**config.mk**
```make
export PLATFORM = sky130hd
export DESIGN_NAME = alu_flag_unit
export DESIGN_NICKNAME = d
export VERILOG_FILES = /design/src/rtl/alu_flag_unit.sv
export SDC_FILE = /design/constraint.sdc
export NUM_CORES = 1
export LEC_CHECK = 0
export ABC_AREA = 1
export ABC_CLOCK_PERIOD_IN_PS = 1500
export CAP_MARGIN = 20
export CORE_MARGIN = 4
export CORE_UTILIZATION = 60
export DETAILED_ROUTE_END_ITERATION = 16
export DONT_BUFFER_PORTS = 1
export PLACE_DENSITY = 0.8
export SLEW_MARGIN = 20
export SYNTH_ARGS = -nofsm -noshare
export SYNTH_HDL_FRONTEND = slang
export SYNTH_SLANG_ARGS = --single-unit
```
**constraint.sdc**
```tcl
create_clock -name clk -period 1.5 [get_ports clk]
set_input_delay 0.15 -clock clk [delete_from_list [all_inputs] [get_ports clk]]
set_output_delay 0.15 -clock clk [all_outputs]
set_load 0.05 [all_outputs]
```
**src/rtl/alu_flag_unit.sv**
```systemverilog
// alu_flag_unit: condition-code register, HI capture, CCR save/restore stack
// and branch-condition evaluation behind the ALU.
//
// Build option: ALU_FLAG_FWD_EN
//   defined   -> condTrue is evaluated on the next-ccr value (zero latency)
//   undefined -> condTrue is evaluated on the registered ccr (one cycle)
//
// ccr layout is {C, N, Z}.
// The block has no FSM and no valid/ready handshakes. push, pop and
// flagWrEn are single-cycle strobes sampled on the rising clock edge.
module alu_flag_unit #(
    parameter int         STACK_DEPTH = 2,
    parameter logic [3:0] OP_MUL      = 4'd11
) (
    input  logic        clk,
    input  logic        rstN,
    input  logic        carryFlag,
    input  logic        signFlag,
    input  logic        zeroFlag,
    input  logic [31:0] resultExt,
    input  logic [3:0]  opSel,
    input  logic        flagWrEn,
    input  logic        setC,
    input  logic        clrC,
    input  logic        push,
    input  logic        pop,
    input  logic [2:0]  condSel,
    output logic [2:0]  ccr,
    output logic [31:0] hi,
    output logic        condTrue,
    output logic        stackEmpty,
    output logic        stackFull,
    output logic        stackErr
);

    // Count spans 0..STACK_DEPTH; entries are addressed with AW bits.
    localparam int CW = $clog2(STACK_DEPTH + 1);
    localparam int AW = (STACK_DEPTH > 1) ? $clog2(STACK_DEPTH) : 1;

    logic [2:0]    stackMem [STACK_DEPTH];
    logic [CW-1:0] count;
    logic [CW-1:0] countM1;
    logic [2:0]    ccrNext;
    logic [2:0]    evalCcr;
    logic          pushReq;
    logic          popReq;
    logic          pushOk;
    logic          popOk;
    logic          errNext;
    logic          commitAll;
    logic          commitZn;

    assign stackEmpty = (count == '0);
    assign stackFull  = (count == CW'(STACK_DEPTH));
    assign countM1    = count - CW'(1);

    // A simultaneous push and pop cancels both and is reported as an error.
    assign pushReq = push & ~pop;
    assign popReq  = pop & ~push;
    assign pushOk  = pushReq & ~stackFull;
    assign popOk   = popReq & ~stackEmpty;
    assign errNext = (push & pop) | (pushReq & stackFull) | (popReq & stackEmpty);

    // Opcodes 0..10 write all flags, MUL/DIV (11, 12) keep C, 13..15 write nothing.
    assign commitAll = flagWrEn && (opSel <= 4'd10);
    assign commitZn  = flagWrEn && (opSel <= 4'd12);

    // Next ccr: a legal pop wins outright, then setC/clrC on C, then the flag commit.
    always_comb begin
        ccrNext = ccr;
        if (popOk) begin
            ccrNext = stackMem[countM1[AW-1:0]];
        end else begin
            if (commitZn) begin
                ccrNext[1] = signFlag;
                ccrNext[0] = zeroFlag;
            end
            if (setC || clrC) begin
                // Both asserted together leaves C as it was.
                if (setC ^ clrC) begin
                    ccrNext[2] = setC;
                end
            end else if (commitAll) begin
                ccrNext[2] = carryFlag;
            end
        end
    end

`ifdef ALU_FLAG_FWD_EN
    assign evalCcr = ccrNext;
`else
    assign evalCcr = ccr;
`endif

    // Branch condition decode on the selected ccr view.
    always_comb begin
        condTrue = 1'b0;
        case (condSel)
            3'd0: condTrue = 1'b1;
            3'd1: condTrue = evalCcr[0];
            3'd2: condTrue = ~evalCcr[0];
            3'd3: condTrue = evalCcr[2];
            3'd4: condTrue = ~evalCcr[2];
            3'd5: condTrue = evalCcr[1];
            3'd6: condTrue = ~evalCcr[1];
            default: condTrue = 1'b0;
        endcase
    end

    // ccr, HI and the error pulse registers.
    always_ff @(posedge clk or negedge rstN) begin
        if (!rstN) begin
            ccr      <= 3'b000;
            hi       <= 32'd0;
            stackErr <= 1'b0;
        end else begin
            ccr      <= ccrNext;
            stackErr <= errNext;
            if (flagWrEn && (opSel == OP_MUL)) begin
                hi <= resultExt;
            end
        end
    end

    // LIFO storage: push saves the pre-edge ccr, pop only moves the count.
    always_ff @(posedge clk or negedge rstN) begin
        if (!rstN) begin
            count <= '0;
            for (int i = 0; i < STACK_DEPTH; i++) begin
                stackMem[i] <= 3'b000;
            end
        end else if (pushOk) begin
            stackMem[count[AW-1:0]] <= ccr;
            count                   <= count + CW'(1);
        end else if (popOk) begin
            count <= countM1;
        end
    end

endmodule

```
==> metrics, run 1 <==
DP HPWL 3150 um; Worst VDD drop 1.24 mV; Worst Clk Skew 12.9 ps; FF-to-FF setup slack 60 ps; H-tree depth 2; Area Overhead vs Synth 42.9%; Core Region 0.00315 mm2; row cnt 20; Crit Path Class flip-flop to output port; syn nets 303; dpl cells 293; # port buffers 0; Remaining Overflow, GRT 0; predominant post-synthesis flop cell dfrtp_1; capturing point of the worst reg2reg path stackMem[3]$_DFFE_PN0P_; Die Ht 66.3 um; Final GP Congestion 0.782; hold slack 24.1 ps; clk_lat worst skew 370 ps; Reg power frac 55.3%; combinational share of power 30.4%; sw frac 48.7%; register area share after synthesis 53.9%; Worst setup EP type output port; drt drc 0; top cells by area, synth dfrtp_1, nand2_1, nand3_1; pwr dens 1490 mW/mm2; setup ws final 7.28 ps; Hold Fails Final Rpt 0; Hold Crit Depth 3; count leader, synth nand2_1; fin cells 373; antenna diode count 0; Leakage 1.44 nW; clock tree buffer depth 2; RSZ-0062 raised after global routing true; CTS sink count 44; TritonCTS clock tree built; share of the synthesized area in the top cell type 53.9%; hold path startpoint push; Initial DRC Count 248; post-route clock period utilization 99.5%; layout cells sized above 1 13.4%; vias in the first global route 2204; Peak Freq 670 MHz; DR vias/cell 5.66; Routed Antenna Nets 0; first-pass GRT wire length 10500 um; Post-synth EDFFs 0; worst reg2reg path startpoint count[0]$_DFFE_PN0P_; Hold Crit Class input port to flip-flop; P_int 2.24 mW; overall routing resource usage 32.5%; initial core utilization 64.8%; total number of vias 2112; die area 0.00440 mm2; largest net degree at the start of global routing 45; unique cell type count in the Yosys netlist 21; DR WL/cell 18.7 um; initial antenna violation count 0; pre-CTS setup slack 176 ps; Hold Path Sink count[0]$_DFFE_PN0P_; top cell type by total area after synthesis dfrtp_1; critical path arrival 1340 ps; maximum fanout along the worst path 6; Max-Cap Viols 0; Slew Viols, Final 0; drt total wl 6980 um; Final Total Pwr 4.36 mW; Die W 66.3 um; CTS Buf Count 5; post-synthesis instance area 0.00204 mm2; clock power share 14.3%; synth warn 0; Mapped Cells 251; Post-synth ARST share 100%; Yosys reg bits 44; slew margin rel. 64.6%; Clock Tree Root clkbuf_4; status finished clean; critical path data required time 1350 ps; worst reg-to-reg path cell count 8; final setup fails 0; drt pass-1 iters 8; IO Pins 88; clk slew on worst S/H paths 130 ps; Syn Area/Cell 8.14 um2; Worst Tran Pin Value 530 ps; Net Switching 2.12 mW; Layout Nets 380; CP startpoint kind flip-flop; leading cell types by count after synthesis nand2_1, dfrtp_1, nand3_1; fin crit period 1490 ps
metrics by stage:
stage	setup TNS (ps)	util [%]	cell area [um2]
finish	0	92.5	2920
global route	-113	92.5	2920
CTS	0	91.1	2870
detailed placement	0	66.5	2100
global placement	0	66.5	2100
floorplan	0	-	2050
cell type report:
| cell class | instances | area [um2] |
|---|---|---|
| clock buffers | 6 | 51.3 |
| clock inverters | 2 | 10.0 |
| fillers | 121 | 235 |
| inverters | 18 | 70.1 |
| multi-input cells | 179 | 821 |
| flip-flops and latches | 44 | 1100 |
| well taps | 44 | 55.1 |
| repair buffers | 80 | 807 |
cells by family (layout without fill, tap and decap cells):
| logic type | Yosys count | count (layout) | synth area share (%) |
|---|---|---|---|
| AO/OA/AOI/OAI | 11 | 11 | 2.94 |
| flip-flops | 44 | 44 | 53.9 |
| buffers and inverters | 28 | 106 | 7.23 |
| adder cells (fa/ha/maj) | 3 | 3 | 1.84 |
| AND/OR/NAND/NOR | 164 | 164 | 33.6 |
| XOR/XNOR | 1 | 1 | 0.429 |
repair_timing:
| action | CTS | global route |
|---|---|---|
| hold endpoints to repair | 78 | 0 |
| hold buffers | 69 | 0 |
| pin swaps | 0 | 0 |
| buffers inserted | 1 | 2 |
| setup endpoints to repair | 1 | 9 |
| gates resized for setup | 3 | 9 |
placed cells by master (no fill, tap or decap):
master         netlist  routed
nand2_2              3       4
buf_8                0       1
ha_1                 3       1
dfrtp_2              0       2
nand2_4              1       1
a21oi_1              1       1
inv_1               11       9
inv_4                1       1
dfrtp_1             44      42
buf_6                3       1
xor2_1               1       1
buf_12               0       2
clkbuf_8             0       1
o211ai_1             1       1
clkbuf_4             0       5
inv_2                6       8
o22ai_2              0       2
clkinv_2             0       2
nand3_1             38      37
nand3_2              1       2
dlygate4sd3_1        0      68
nand2_1            114     113
buf_4                4       8
nor2_1               6       5
o21ai_1              7       7
ha_2                 0       2
nor2_2               1       2
layer usage:
metal  GRT usage, %  vias to the layer above  share of wire (%)
li1               -                      939                  -
met1           36.7                      990                 36
met2           54.3                      154                 49
met3           10.4                       29                9.8
met4           17.3                        0                4.6
met5              0                        -                  0
critical path, cell delays in order, from the launching register on:
cell     delay (ps)
dfrtp_1         420
inv_2           120
ha_2            250
buf_6           180
state kept, by name, summed over array words and instances, names as in the netlist:
signal and flops:
stackMem 6, count 2, stackErr 1, hi 32, ccr 3
power groups by stage:
stage	clock network (mW)	logic [mW]	registers, mW
6_report	0.623	1.33	2.41
5_1_grt	0.688	1.44	2.45
4_1_cts	0.619	1.16	2.38
3_5_place_dp	0	1.02	2.40
3_3_place_gp	0	0.983	2.40
2_1_floorplan	0	0.696	2.44
how the worst max path moves through the flow:
stage                              start                      end  depth (start not counted)
floorplan             ccr[0]$_DFFE_PN0P_                 condTrue                          4
global placement    count[0]$_DFFE_PN0P_       ccr[2]$_DFFE_PN0P_                          9
detailed placement  count[0]$_DFFE_PN0P_  stackMem[1]$_DFFE_PN0P_                          8
CTS                   ccr[0]$_DFFE_PN0P_                 condTrue                          5
global route        count[0]$_DFFE_PN0P_                stackFull                          3
finish              count[0]$_DFFE_PN0P_                stackFull                          3
(Power assumes the default switching activity.)
==> run 2, diff against run 1 <==
CORE_UTILIZATION = 31   (was 60)
PLACE_DENSITY = 0.49   (was 0.8)
==> run 2 against run 1 <==
- clock-buffer cell count is 1 higher
- global-route usage fell by 19 points
- routed wire length shrank 23%
- critical path depth increased by 2
- cell count is 6.4% higher
- critical path type unchanged
- critical endpoint is now condTrue
- largest power group unchanged
==> metrics, run 2 (same netlist as run 1, synthesis figures left out) <==
status finished clean; Slowest cell on crit path dfrtp_1; overall routing resource usage 13.5% (-19 points); Layout Nets 371 (-2.4%); max FFs per register 32 (unchanged); Worst Clk Skew 4.95 ps (-7.96 ps); Most flops, register hi; DP HPWL 3300 um (+4.8%); hold slack 14.2 ps (-9.89 ps); post-route clock period utilization 93.3% (-6.2 points); Slew Viols, Final 0 (unchanged); worst reg2reg path startpoint count[0]$_DFFE_PN0P_; RSZ-0062 raised after global routing false; IO Pins 88 (unchanged); Crit. path cell count 5 (+2); Worst VDD drop 0.839 mV (-32%); H-tree depth 2 (unchanged); Final GP Congestion 0.743 (-4.9%); crit path buf inv count 2 (unchanged); Initial DRC Count 35 (-86%); Clock Tree Root clkbuf_8; commonest non-fill, non-tap cell in the layout nand2_1; placed cell areas 0.00214 mm2 (+2.0%); worst reg-to-reg path cell count 9 (+1); drt drc 0 (unchanged); Peak Freq 714 MHz (+6.6%); critical path's largest stage delay 410 ps (about the same); critical path data required time 1350 ps (about the same); fin crit period 1400 ps (-93.0 ps); Reg area 0.00110 mm2 (-0.23%); post_cts resized 0 (-3); drt pass-1 iters 4 (-4); Crit. Startpoint ccr[2]$_DFFE_PN0P_; CTS Buf Count 5 (unchanged); initial core utilization 32.0% (-33 points); pwr dens 1490 mW/mm2 (-0.36%); Die Ht 89.2 um (+34%); die area 0.00795 mm2 (+81%); # fillers 627 (+420%); first-pass GRT wire length 8370 um (-20%); total number of vias 1852 (-12%); worst path cell trace inv_1 > o22ai_1 > nand2_1 > nand3_1 > buf_12; CP startpoint kind flip-flop; Hold Crit Class input port to flip-flop; vias in the first global route 1797 (-18%); hold_buf cts 63 (-8.7%); layout cells sized above 1 9.69% (-3.7 points); slew margin rel. 66.8% (+2.2 points); Routed Antenna Nets 0 (unchanged); Worst setup EP type output port; clock tree buffer depth 2 (unchanged); Hold Fails Final Rpt 0 (unchanged); critical path arrival 1250 ps (-90 ps); Hold Crit Depth 2 (-1); drt total wl 5380 um (-23%); clk_lat worst skew 290 ps (-80 ps); initial antenna violation count 0 (unchanged); maximum fanout along the worst path 3 (-3); Final Util 45.1% (-47 points); antenna diode count 0 (unchanged); final setup fails 0 (unchanged); Remaining Overflow, GRT 0 (unchanged); CP delay by family, top flip-flops; area occupied by multi-input gates 798 um2 (-2.7%); row cnt 29 (+45%); Crit Path Class flip-flop to output port; hold path startpoint resultExt[23]; DR vias/cell 4.66 (-18%); Max-Cap Viols 0 (unchanged); CTS sink count 44 (unchanged); Core Region 0.00639 mm2 (+100%); largest net degree at the start of global routing 45 (unchanged); Finished Cell Area 0.00288 mm2 (-1.3%); Worst Tran Pin Value 497 ps (-33.1 ps); most frequent cells in the layout nand2_1, dlygate4sd3_1, dfrtp_1; Post-CTS Setup Bufs 0 (-1); Regs by FF count hi x32, stackMem x6, ccr x3; Leakage 1.41 nW (-2.1%); Die W 89.2 um (+34%); TritonCTS clock tree built; Fin Setup TNS 0 ps (unchanged); DR WL/cell 13.5 um (-28%); clk slew on worst S/H paths 80 ps (-50 ps); Area Overhead vs Synth 41.1%; # port buffers 0 (unchanged)
-- run 2: cell type report --
cell class	instances	share of cell area, %
sequential	44	38.2
multi-input combinational	179	27.7
timing repair buffer	71	25.0
tap	77	3.34
clock buffer	7	3.00
inverter	18	2.43
clock inverter	1	0.261
-- run 2: power by group --
group          switching (mW)  internal, mW
Clock                   0.414         0.375
Combinational           0.687         0.441
Sequential              0.883          1.49
-- run 2: worst paths after layout --
kind                                           endpoint  slack, ps
worst min register to register  stackMem[4]$_DFFE_PN0P_        500
worst min-delay path                 hi[23]$_DFFE_PN0P_         10
worst max register to register       ccr[2]$_DFFE_PN0P_        220
min in group asynchronous            hi[20]$_DFFE_PN0P_        360
max in group asynchronous          count[0]$_DFFE_PN0P_        940
worst max-delay path                           condTrue        100
-- run 2: worst register-to-register path, cell delays in order (launching register included) --
cell and delay (ps):
dfrtp_1 390, inv_2 110, ha_2 210, inv_2 40, nand3_2 150, nand2_1 90, inv_2 60, nand2_1 40
nand2_1 50, nand2_1 40
-- run 2: per-layer routing --
layer	track usage (%)	wire length, um	up-vias
li1	-	-	919
met1	16.2	2180	868
met2	23.7	2740	60
met3	3.87	389	5
met4	3.65	69	0
met5	0	0	-
-- run 2: through the flow --
step | instances | setup slack (ps) | power (mW)
floorplan | 251 | 3.77 | 3.14
global placement | 326 | 247 | 3.41
detailed placement | 326 | 215 | 3.42
CTS | 397 | 73.7 | 4.35
global route | 397 | 30.8 | 4.56
finish | 397 | 100 | 4.29
==> run 3, diff against run 2 <==
PLACE_DENSITY = 0.52   (was 0.49)
==> run 3 against run 2 <==
- routed wire length is 0.32% lower
- critical path depth unchanged
- total power is 3.1% higher
- critical path type unchanged
==> metrics, run 3 (same netlist as run 1, synthesis figures left out) <==
status finished clean; drt drc 0 (unchanged); Slew Viols, Final 0 (unchanged); Finished Cell Area 0.00281 mm2 (-2.4%); Max-Cap Viols 0 (unchanged); CTS sink count 44 (unchanged); DR vias/cell 4.66 (about the same); vias in the first global route 1795 (-0.11%); H-tree depth 2 (unchanged); final setup fails 0 (unchanged); Leakage 1.42 nW (+0.57%); max FFs per register 32 (unchanged); row cnt 29 (unchanged); clk_lat worst skew 290 ps (about the same); DP HPWL 3360 um (+1.8%); Hold Crit Class input port to flip-flop; layout cells sized above 1 10.3% (+0.57 points); Regs by FF count hi x32, stackMem x6, ccr x3; clk slew on worst S/H paths 90 ps (about the same); largest net degree at the start of global routing 45 (unchanged); Routed Antenna Nets 0 (unchanged); initial antenna violation count 0 (unchanged); first-pass GRT wire length 8310 um (-0.74%); IO Pins 88 (unchanged); maximum fanout along the worst path 4 (+1); Die Ht 89.2 um (unchanged); CP startpoint kind flip-flop; RSZ-0062 raised after global routing false; Worst setup EP type output port; fin crit period 1420 ps (+21.5 ps); Worst VDD drop 0.730 mV (-13%); slew margin rel. 65.8% (-1.0 points); CTS Buf Count 5 (unchanged); most frequent cells in the layout nand2_1, dlygate4sd3_1, dfrtp_1; clock tree buffer depth 2 (unchanged); DR WL/cell 13.8 um (+1.7%); critical path arrival 1270 ps (+20 ps); drt total wl 5360 um (-0.32%); Initial DRC Count 94 (+170%); # port buffers 0 (unchanged); Hold Fails Final Rpt 0 (unchanged); Peak Freq 704 MHz (-1.5%); Most flops, register hi; Crit Path Class flip-flop to output port; Die W 89.2 um (unchanged); setup ws final 78.8 ps (-21.5 ps); pre-CTS setup slack 188 ps (-27.9 ps); dpl cells 326 (unchanged); commonest non-fill, non-tap cell in the layout nand2_1; Fin Setup TNS 0 ps (unchanged); overall routing resource usage 13.4% (-0.13 points); placed cell areas 0.00214 mm2 (unchanged); post_cts resized 0 (unchanged); post-route clock period utilization 94.7% (+1.4 points); pwr dens 1570 mW/mm2 (+5.7%); Final GP Congestion 0.770 (+3.5%); Remaining Overflow, GRT 0 (unchanged); drt pass-1 iters 6 (+2); fin cells 389 (-2.0%); antenna diode count 0 (unchanged); Clock Tree Root clkbuf_8; initial core utilization 32.0% (unchanged); die area 0.00795 mm2 (unchanged); Worst Clk Skew 4.46 ps (-0.488 ps); critical path data required time 1350 ps (about the same); Core Region 0.00639 mm2 (unchanged); Worst Tran Pin Value 512 ps (+15.2 ps); total number of vias 1813 (-2.1%); Area Overhead vs Synth 37.7%; Layout Nets 363 (-2.2%); TritonCTS clock tree built
[run 3: changes by cell type in the layout (fill, tap and decap cells not counted)]
cell,change
bufinv_16,+1
clkbuf_8,-1
buf_4,+1
dlygate4sd3_1,-9
clkinv_2,+1
clkinvlp_4,-1
[run 3: critical path: stages (launching register included)]
cell and delay [ps]:
dfrtp_1 400, inv_1 110, o22ai_1 150, nand2_1 60, nand3_1 110, buf_12 150
[run 3: worst paths after layout]
kind,from,to,slack [ps],cells after the start
max,ccr[0]$_DFFE_PN0P_,condTrue,80,5
min,flagWrEn,hi[0]$_DFFE_PN0P_,10,2
max reg2reg,count[0]$_DFFE_PN0P_,ccr[2]$_DFFE_PN0P_,190,9
min reg2reg,stackMem[3]$_DFFE_PN0P_,stackMem[3]$_DFFE_PN0P_,510,2
max in group asynchronous,rstN,stackMem[2]$_DFFE_PN0P_,930,2
min in group asynchronous,rstN,hi[5]$_DFFE_PN0P_,360,2
[run 3: report_power, final]
part	internal [mW]	switching, mW
Clock	0.495	0.401
Sequential	1.49	0.889
Combinational	0.451	0.698
Total	2.43	1.99
[run 3: cell type report]
| class | count | area [um2] |
|---|---|---|
| tap | 77 | 96.3 |
| clock buffer | 6 | 72.6 |
| timing repair buffer | 63 | 638 |
| fill | 625 | 3570 |
| sequential | 44 | 1100 |
| multi-input combinational | 179 | 798 |
| inverter | 18 | 70.1 |
| clock inverter | 2 | 35.0 |
[run 3: repair_timing]
action / in CTS / in global routing
endpoints found under the hold margin: 76 / 5
endpoints found under the setup margin: 0 / 1
hold buffers: 53 / 1
buffers inserted: 0 / 1
[run 3: stage by stage]
step | utilization, % | power [mW] | hold slack (ps)
2_1_floorplan | - | 3.14 | -146
3_3_place_gp | 33.5 | 3.41 | -145
3_5_place_dp | 33.5 | 3.43 | -145
4_1_cts | 43.8 | 4.45 | 0.580
5_1_grt | 44.0 | 4.71 | 6.90
6_report | 44.0 | 4.42 | 12.0
[run 3: routing by layer]
metal / GRT usage [%] / vias to the layer above / routed length, um
met4: 4.33 / 0 / 40
met2: 22.4 / 69 / 2730
met1: 16.9 / 839 / 2220
met3: 3.50 / 2 / 378
li1: - / 903 / -
met5: 0 / - / 0
